**src/rtl/spike_pair_scheduler.sv**
```systemverilog
// Double-buffered spike vector source: presents one timestep's spikes two neurons
// at a time to the population controller, advancing on shift_en during SYN_ACCU.
module spike_pair_scheduler #(
  parameter int N_NUM     = 32,
  parameter int N_SZ      = 5,
  parameter int SKIP_ZERO = 0
) (
  input  logic             clk,
  input  logic             rst,
  input  logic [2:0]       state,
  input  logic [N_NUM-1:0] spike_in,
  input  logic             spike_in_valid,
  output logic             spike_in_ready,
  input  logic             shift_en,
  output logic [N_SZ-1:0]  rf_addr,
  output logic [1:0]       spike,
  output logic             accu_done
);

  localparam int NP = N_NUM / 2;
  localparam int PTR_W = N_SZ - 1;
  localparam logic [2:0] SYN_ACCU = 3'd2;

  typedef enum logic [1:0] {S_IDLE, S_RUN, S_DONE} fsm_t;

  fsm_t             fsm;
  logic [N_NUM-1:0] shadow;
  logic [N_NUM-1:0] active;
  logic             shadow_full;
  logic [2:0]       prev_state;
  logic [PTR_W-1:0] pair_ptr;
  logic             accu_done_r;

  logic             entry;
  logic [N_NUM-1:0] entry_vec;
  logic [NP-1:0]    entry_nz;
  logic [NP-1:0]    active_nz;
  logic             first_found;
  logic [PTR_W-1:0] first_idx;
  logic             next_found;
  logic [PTR_W-1:0] next_idx;

  assign entry     = (state == SYN_ACCU) && (prev_state != SYN_ACCU);
  assign entry_vec = shadow_full ? shadow : '0;

  always_comb begin
    entry_nz  = '0;
    active_nz = '0;
    for (int i = 0; i < NP; i++) begin
      entry_nz[i]  = |entry_vec[2*i +: 2];
      active_nz[i] = |active[2*i +: 2];
    end
  end

  // Descending scans so the lowest qualifying pair is the last one written.
  always_comb begin
    first_found = 1'b0;
    first_idx   = '0;
    next_found  = 1'b0;
    next_idx    = '0;
    if (SKIP_ZERO != 0) begin
      for (int i = NP - 1; i >= 0; i--) begin
        if (entry_nz[i]) begin
          first_found = 1'b1;
          first_idx   = PTR_W'(i);
        end
        if (active_nz[i] && (i > int'(pair_ptr))) begin
          next_found = 1'b1;
          next_idx   = PTR_W'(i);
        end
      end
    end else begin
      first_found = 1'b1;
      first_idx   = '0;
      next_found  = (pair_ptr != PTR_W'(NP - 1));
      next_idx    = pair_ptr + PTR_W'(1);
    end
  end

  always_ff @(posedge clk) begin
    if (!rst) begin
      fsm         <= S_IDLE;
      shadow      <= '0;
      active      <= '0;
      shadow_full <= 1'b0;
      prev_state  <= 3'd0;
      pair_ptr    <= '0;
      accu_done_r <= 1'b0;
    end else begin
      prev_state  <= state;
      accu_done_r <= 1'b0;

      // A load and an entry transfer never coincide: the load needs an empty shadow.
      if (spike_in_valid && !shadow_full) begin
        shadow      <= spike_in;
        shadow_full <= 1'b1;
      end else if (entry && shadow_full) begin
        shadow_full <= 1'b0;
      end

      case (fsm)
        S_IDLE: begin
          if (entry) begin
            active <= entry_vec;
            if (first_found) begin
              pair_ptr <= first_idx;
              fsm      <= S_RUN;
            end else begin
              pair_ptr    <= '0;
              fsm         <= S_DONE;
              accu_done_r <= 1'b1;
            end
          end
        end
        S_RUN: begin
          if (state != SYN_ACCU) begin
            fsm      <= S_IDLE;
            pair_ptr <= '0;
            active   <= '0;
          end else if (shift_en) begin
            if (next_found) begin
              pair_ptr <= next_idx;
            end else begin
              fsm         <= S_DONE;
              accu_done_r <= 1'b1;
            end
          end
        end
        S_DONE: begin
          if (state != SYN_ACCU) fsm <= S_IDLE;
        end
        default: fsm <= S_IDLE;
      endcase
    end
  end

  assign spike_in_ready = !shadow_full;
  assign rf_addr        = (fsm == S_RUN) ? {pair_ptr, 1'b0} : '0;
  assign spike          = (fsm == S_RUN) ? active[{pair_ptr, 1'b0} +: 2] : 2'b00;
  assign accu_done      = accu_done_r;

endmodule

```
**config.mk**
```make
export PLATFORM = sky130hd
export DESIGN_NAME = spike_pair_scheduler
export DESIGN_NICKNAME = d
export VERILOG_FILES = /design/src/rtl/spike_pair_scheduler.sv
export SDC_FILE = /design/constraint.sdc
export NUM_CORES = 1
export LEC_CHECK = 0
export ABC_AREA = 1
export CAP_MARGIN = 20
export CORE_MARGIN = 1.5
export CORE_UTILIZATION = 44
export CTS_CLUSTER_SIZE = 10
export DETAILED_ROUTE_END_ITERATION = 10
export GPL_ROUTABILITY_DRIVEN = 0
export PLACE_DENSITY = 0.71
export SLEW_MARGIN = 25
export SYNTH_ARGS = -nofsm -noshare
export SYNTH_HDL_FRONTEND = slang
export SYNTH_SLANG_ARGS = --single-unit
```
**constraint.sdc**
```tcl
create_clock -name clk -period 1.35 [get_ports clk]
set_clock_uncertainty 0.05 [all_clocks]
set_input_delay 0.27 -clock clk [delete_from_list [all_inputs] [get_ports clk]]
set_output_delay 0.27 -clock clk [all_outputs]
set_load 0.005 [all_outputs]
```
==> results of run 1 <==
==> stage by stage <==
stage / area (um2) / TNS (ns) / cells / utilization
floorplan: 3280 / 0 / 472 / -
global placement: 4080 / -21.92 / 631 / 0.568
detailed placement: 4080 / -24.81 / 631 / 0.568
CTS: 4800 / -11.47 / 667 / 0.669
global route: 5050 / -16.66 / 672 / 0.703
finish: 5050 / -13.58 / 672 / 0.703
==> cells in the mapped netlist, drive strengths merged <==
cell type,number
inv,35
o21ai,79
nor4,1
nand3b,2
nor2,153
a21oi,32
nand3,15
a211oi,1
conb,1
clkbuf,16
o211ai,2
ha,1
nand4,1
dfxtp,75
xnor2,1
clkinv,2
nor3,1
nand2,40
buf,13
xor2,1
==> worst max-delay path by stage <==
stage                                  start                 endpoint  slack (ns)  depth (start not counted)
global route        pair_ptr[0]$_SDFFE_PN0P_                 spike[0]       -0.66                          8
floorplan                           state[0]  active[11]$_SDFFE_PN0P_       0.001                          9
global placement                    state[0]  active[19]$_SDFFE_PN0P_       -0.52                         10
detailed placement                  state[0]  active[19]$_SDFFE_PN0P_       -0.58                         10
CTS                 pair_ptr[0]$_SDFFE_PN0P_                 spike[0]       -0.56                          9
finish              pair_ptr[0]$_SDFFE_PN0P_                 spike[1]       -0.59                          8
==> routing by layer <==
layer	GRT usage	share of wire	up-vias
li1	-	-	1695
met1	0.288	0.41	1689
met2	0.426	0.49	156
met3	0.0466	0.057	41
met4	0.134	0.037	0
met5	0	0	-
==> registers in the layout, summed over array words and instances, names as in the netlist <==
| signal | flops |
|---|---|
| prev_state | 3 |
| fsm | 2 |
| accu_done | 1 |
| active | 32 |
| shadow_full | 1 |
| pair_ptr | 4 |
| shadow | 32 |
==> final cells by class <==
| class | instances | area share |
|---|---|---|
| clock buffer | 12 | 0.0307 |
| tap | 99 | 0.0245 |
| multi-input combinational | 331 | 0.371 |
| inverter | 37 | 0.0315 |
| sequential | 75 | 0.300 |
| clock inverter | 4 | 0.0144 |
| timing repair buffer | 114 | 0.228 |
==> logic make-up after synthesis <==
group | count (synthesis)
flip-flops | 75
AO/OA/AOI/OAI | 114
buffers and inverters | 66
XOR/XNOR | 2
AND/OR/NAND/NOR | 213
other | 1
adder cells (fa/ha/maj) | 1
==> what timing repair did <==
action / in CTS / in global routing
endpoints found under the setup margin: 48 / 46
pin swaps: 23 / 30
resized for setup: 120 / 65
cloned: 5 / 0
setup buffers: 15 / 7
endpoints found under the hold margin: 0 / 0
==> worst reg2reg max path, cell delays in order, from the launching register on <==
cell and delay [ns]:
dfxtp_2 0.34, inv_2 0.05, nor2_4 0.13, inv_4 0.04, buf_6 0.13, buf_6 0.12, o21ai_4 0.19, nand2_8 0.15
clkinv_8 0.11, buf_12 0.13, o21ai_1 0.09, nor2_1 0.14
==> report_power, final <==
part | internal, W | switching, W
logic | 0.000625 | 0.000690
clock network | 0.00114 | 0.000843
registers | 0.00240 | 0.000129
==> reports/qor.yml, run 1 <==
yosys-mux-area-fraction: 0
finalCriticalPeriod_ns: 1.94
violations: "setup timing"
route.detailed.drc: 0
layout-drive-gt1-share: 0.319
numPortBuffers: 46
ir_drop_v: 0.000751
ys_seq_elements: 75
p_total_w: 0.00582
worstPathCellList: "buf_4 > inv_4 > buf_4 > o21ai_1 > nand3_1 > nand3_1 > a21oi_2 > buf_2"
holdWs_ns: 0.140
fmax_mhz: 515
rsz0062_at_grt: "true"
critical-path-top-delay-family: "buffers and inverters"
hold_end: "prev_state[0]$_SDFF_PN0_"
detailedPlace.worstSlack_ns: -0.577
synth_adder_area_share: 0.00386
yosys_warnings: 0
seq_area_frac_synth: 0.463
syn_inst: 472
area_delta_synth_final_pct: 55.5
synthesis.area_um2: 3250
clkSinkCount: 75
post-route-period-util: 1.44
cts-root-buf: "clkbuf_8"
cts.hold.buffers_added: 0
slowest_delay_ns: 0.36
postRouteAntennaNets: 0
critPathKind: "reg2out"
grt_pass1_wl_um: 14900
cts_buffers: 9
dieArea_um2: 7900
drv_cap: 0
syn_nets: 512
finalSetupViolations: 45
htreeDepth: 3
cts.reportedPaths.clkPinSlew_ns: 0.08
yosys-top-cells-area: "dfxtp_1 46%, nor2_1 17%, o21ai_0 11%"
setup_ws_ns: -0.591
status: "complete, but fails checks"
n_fill_cell: 525
regArea_um2: 1510
hpwl_um: 5740
synth.distinct_cells: 31
tritoncts: "done"
globalRouteOverflowTotal: 0
end_kind: "output pin"
grt_max_degree: 41
hold_path_depth: 3
wl_per_cell_um: 14.7
grt_pass1_vias: 3334
grt_antenna_before_repair: 0
grt.total_usage: 0.247
initial_utilization: 0.452
drt_iter0_drc: 300
synthSimpleGateAreaFrac: 0.262
layout_commonest_cell: "nor2_1"
multiInputGateArea_um2: 1870
synth_top_area_cell: "dfxtp_1"
n_antenna_cell: 0
clk_path_buf_depth: 2
r2r_setup_slack_ns: -0.38
slowest_stage: "dfxtp_2"
synth-compound-area-share: 0.179
synth_xor_xnor_area_share: 0.00540
clock_latency_ns: 0.34
cp_num_buf_inv: 4
hold_class: "in2reg"
leakage_nw: 2.04
hold_violations: 0
powerDensity_nw_per_um2: 1150
arrival_ns: 1.62
r2r-start: "fsm[0]$_SDFFE_PN0P_"
core.rowCount: 31
viasPerCell: 5.33
die_y_um: 88.9
worst-path-max-fanout: 6
die_x_um: 88.9
crit_required_ns: 1.03
synth_top_family_by_area: "simple AND/OR/NAND/NOR gates"
vias: 3581
layout_common_cells: "131 x nor2_1, 68 x dfxtp_1, 45 x buf_4"
avgSynthCellArea_um2: 6.88
worst-r2r-cell-count: 11
hp-start: "state[0]"
drt_wl_total_um: 9880
synth_top_area_frac: 0.463
dr.pass1.iters: 5
rr_endpoint: "active[18]$_SDFFE_PN0P_"
coreArea_um2: 7180
slew_viol_final: 0
critPathLaunchType: "register"
nNetsFinal: 608
ios: 48
Power figures use the tool's default switching activity.
==> run 2: changes to the inputs <==
--- a/config.mk
+++ b/config.mk
@@ -7,6 +7,7 @@
 export LEC_CHECK = 0
 export ABC_AREA = 1
 export CAP_MARGIN = 20
+export CORE_ASPECT_RATIO = 0.6
 export CORE_MARGIN = 1.5
 export CORE_UTILIZATION = 44
 export CTS_CLUSTER_SIZE = 10
==> reports/qor.yml, run 2 (synthesized netlist as in run 1, its figures left out) <==
status: "complete, but fails checks"
violations: "setup timing"
drt_iter0_drc: 277  # -7.7%
n_antenna_cell: 0  # unchanged
cts.reportedPaths.clkPinSlew_ns: 0.06  # -0.02 ns
postRouteAntennaNets: 0  # unchanged
grt_pass1_vias: 3439  # +3.1%
grt_pass1_wl_um: 17300  # +16%
powerDensity_nw_per_um2: 1210  # +4.5%
cts_buffers: 9  # unchanged
design_area_um2: 5220  # +3.5%
layout-drive-gt1-share: 0.336  # +0.0169
initial_utilization: 0.450  # -0.00196
clkSinkCount: 75  # unchanged
tritoncts: "done"
setup_ws_ns: -0.700  # -0.108 ns
finalCriticalPeriod_ns: 2.05  # +0.108 ns
leakage_nw: 2.12  # +3.7%
cts-root-buf: "clkbuf_16"
layout_commonest_cell: "nor2_1"
dieArea_um2: 7920  # +0.21%
detailedPlace.worstSlack_ns: -0.678  # -0.101 ns
vias: 3572  # -0.25%
dr.pass1.iters: 6  # +1
hold_class: "in2reg"
htreeDepth: 3  # unchanged
post-route-util: 0.724  # +0.0213
holdWs_ns: 0.294  # +0.155 ns
rsz0062_at_grt: "true"
route.detailed.drc: 0  # unchanged
finalSetupViolations: 45  # unchanged
postPlaceCellArea_um2: 4070  # -0.25%
arrival_ns: 1.73  # +0.11 ns
layout_common_cells: "126 x nor2_1, 68 x dfxtp_1, 44 x buf_4"
clk_path_buf_depth: 2  # unchanged
drt_wl_total_um: 11200  # +14%
die_x_um: 114  # +28%
fmax_mhz: 488  # -5.3%
worst-path-max-fanout: 6  # unchanged
post-route-period-util: 1.52  # +0.0803
core.rowCount: 24  # -23%
die_y_um: 69.5  # -22%
cts.hold.buffers_added: 0  # unchanged
reg_top3: "active x32, shadow x32, pair_ptr x4"
clock_latency_ns: 0.34  # about the same
r2r_setup_slack_ns: -0.38  # about the same
drv_cap: 0  # unchanged
wl_per_cell_um: 16.8  # +15%
nNetsFinal: 613  # +0.82%
ios: 48  # unchanged
critPathLaunchType: "register"
critPathKind: "reg2out"
numPortBuffers: 46  # unchanged
globalRouteOverflowTotal: 0  # unchanged
ir_drop_v: 0.000669  # -11%
hpwl_um: 5540  # -3.4%
hold_violations: 0  # unchanged
area_delta_synth_final_pct: 60.9
grt.total_usage: 0.290  # +0.0428
slew_viol_final: 0  # unchanged
viasPerCell: 5.35  # +0.35%
grt_antenna_before_repair: 0  # unchanged
end_kind: "output pin"
crit_required_ns: 1.03  # about the same
grt_max_degree: 48  # +17%
coreArea_um2: 7210  # +0.44%
[run 2: worst paths after layout]
check | startpoint | to | depth (start not counted)
worst max-delay path | pair_ptr[0]$_SDFFE_PN0P_ | spike[0] | 7
worst min-delay path | state[0] | prev_state[0]$_SDFF_PN0_ | 4
worst max register to register | fsm[0]$_SDFFE_PN0P_ | active[24]$_SDFFE_PN0P_ | 12
worst min register to register | shadow[12]$_SDFFE_PN0P_ | shadow[12]$_SDFFE_PN0P_ | 2
[run 2: area by class of cell]
class | instances | area, um2
clock buffers | 11 | 243
clock inverters | 4 | 51.3
fillers | 519 | 1990
inverters | 37 | 158
multi-input cells | 331 | 1880
flip-flops and latches | 75 | 1520
well taps | 91 | 114
repair buffers | 118 | 1250
repair inverters | 1 | 7.51
[run 2: what timing repair did]
item	4_1_cts	5_1_grt
pin swaps	28	38
buffers inserted	24	8
endpoints found under the setup margin	47	46
cloned	8	1
gates resized for setup	129	54
[run 2: critical path, cell delays in order, from the launching register on]
cell	delay [ns]
dfxtp_4	0.38
inv_1	0.09
buf_4	0.18
o21ai_0	0.28
nand3_1	0.17
nand3_2	0.10
a21oi_2	0.06
buf_2	0.12
[run 2: per-stage QoR]
stage	setup TNS (ns)	power [W]	instances
after CTS	-12.71	0.00618	665
final	-14.83	0.00630	668
after global placement	-23.48	0.00342	618
after global routing	-17.14	0.00655	668
after floorplan	0	0.00307	472
after detailed placement	-25.49	0.00344	618
[run 2: power by group]
group | switching [W] | internal (W) | total (W) | leakage, nW
clock network | 0.000909 | 0.00147 | 0.00238 | 0.142
logic | 0.000724 | 0.000660 | 0.00138 | 1.35
registers | 0.000134 | 0.00240 | 0.00254 | 0.622
total | 0.00177 | 0.00453 | 0.00630 | 2.12
[run 2: metal layers]
metal | track usage | wire (um) | up-vias
met2 | 0.429 | 5070 | 173
met3 | 0.101 | 980 | 55
met4 | 0.172 | 477 | 0
met1 | 0.365 | 4720 | 1628
li1 | - | - | 1716
met5 | 0 | 0 | -
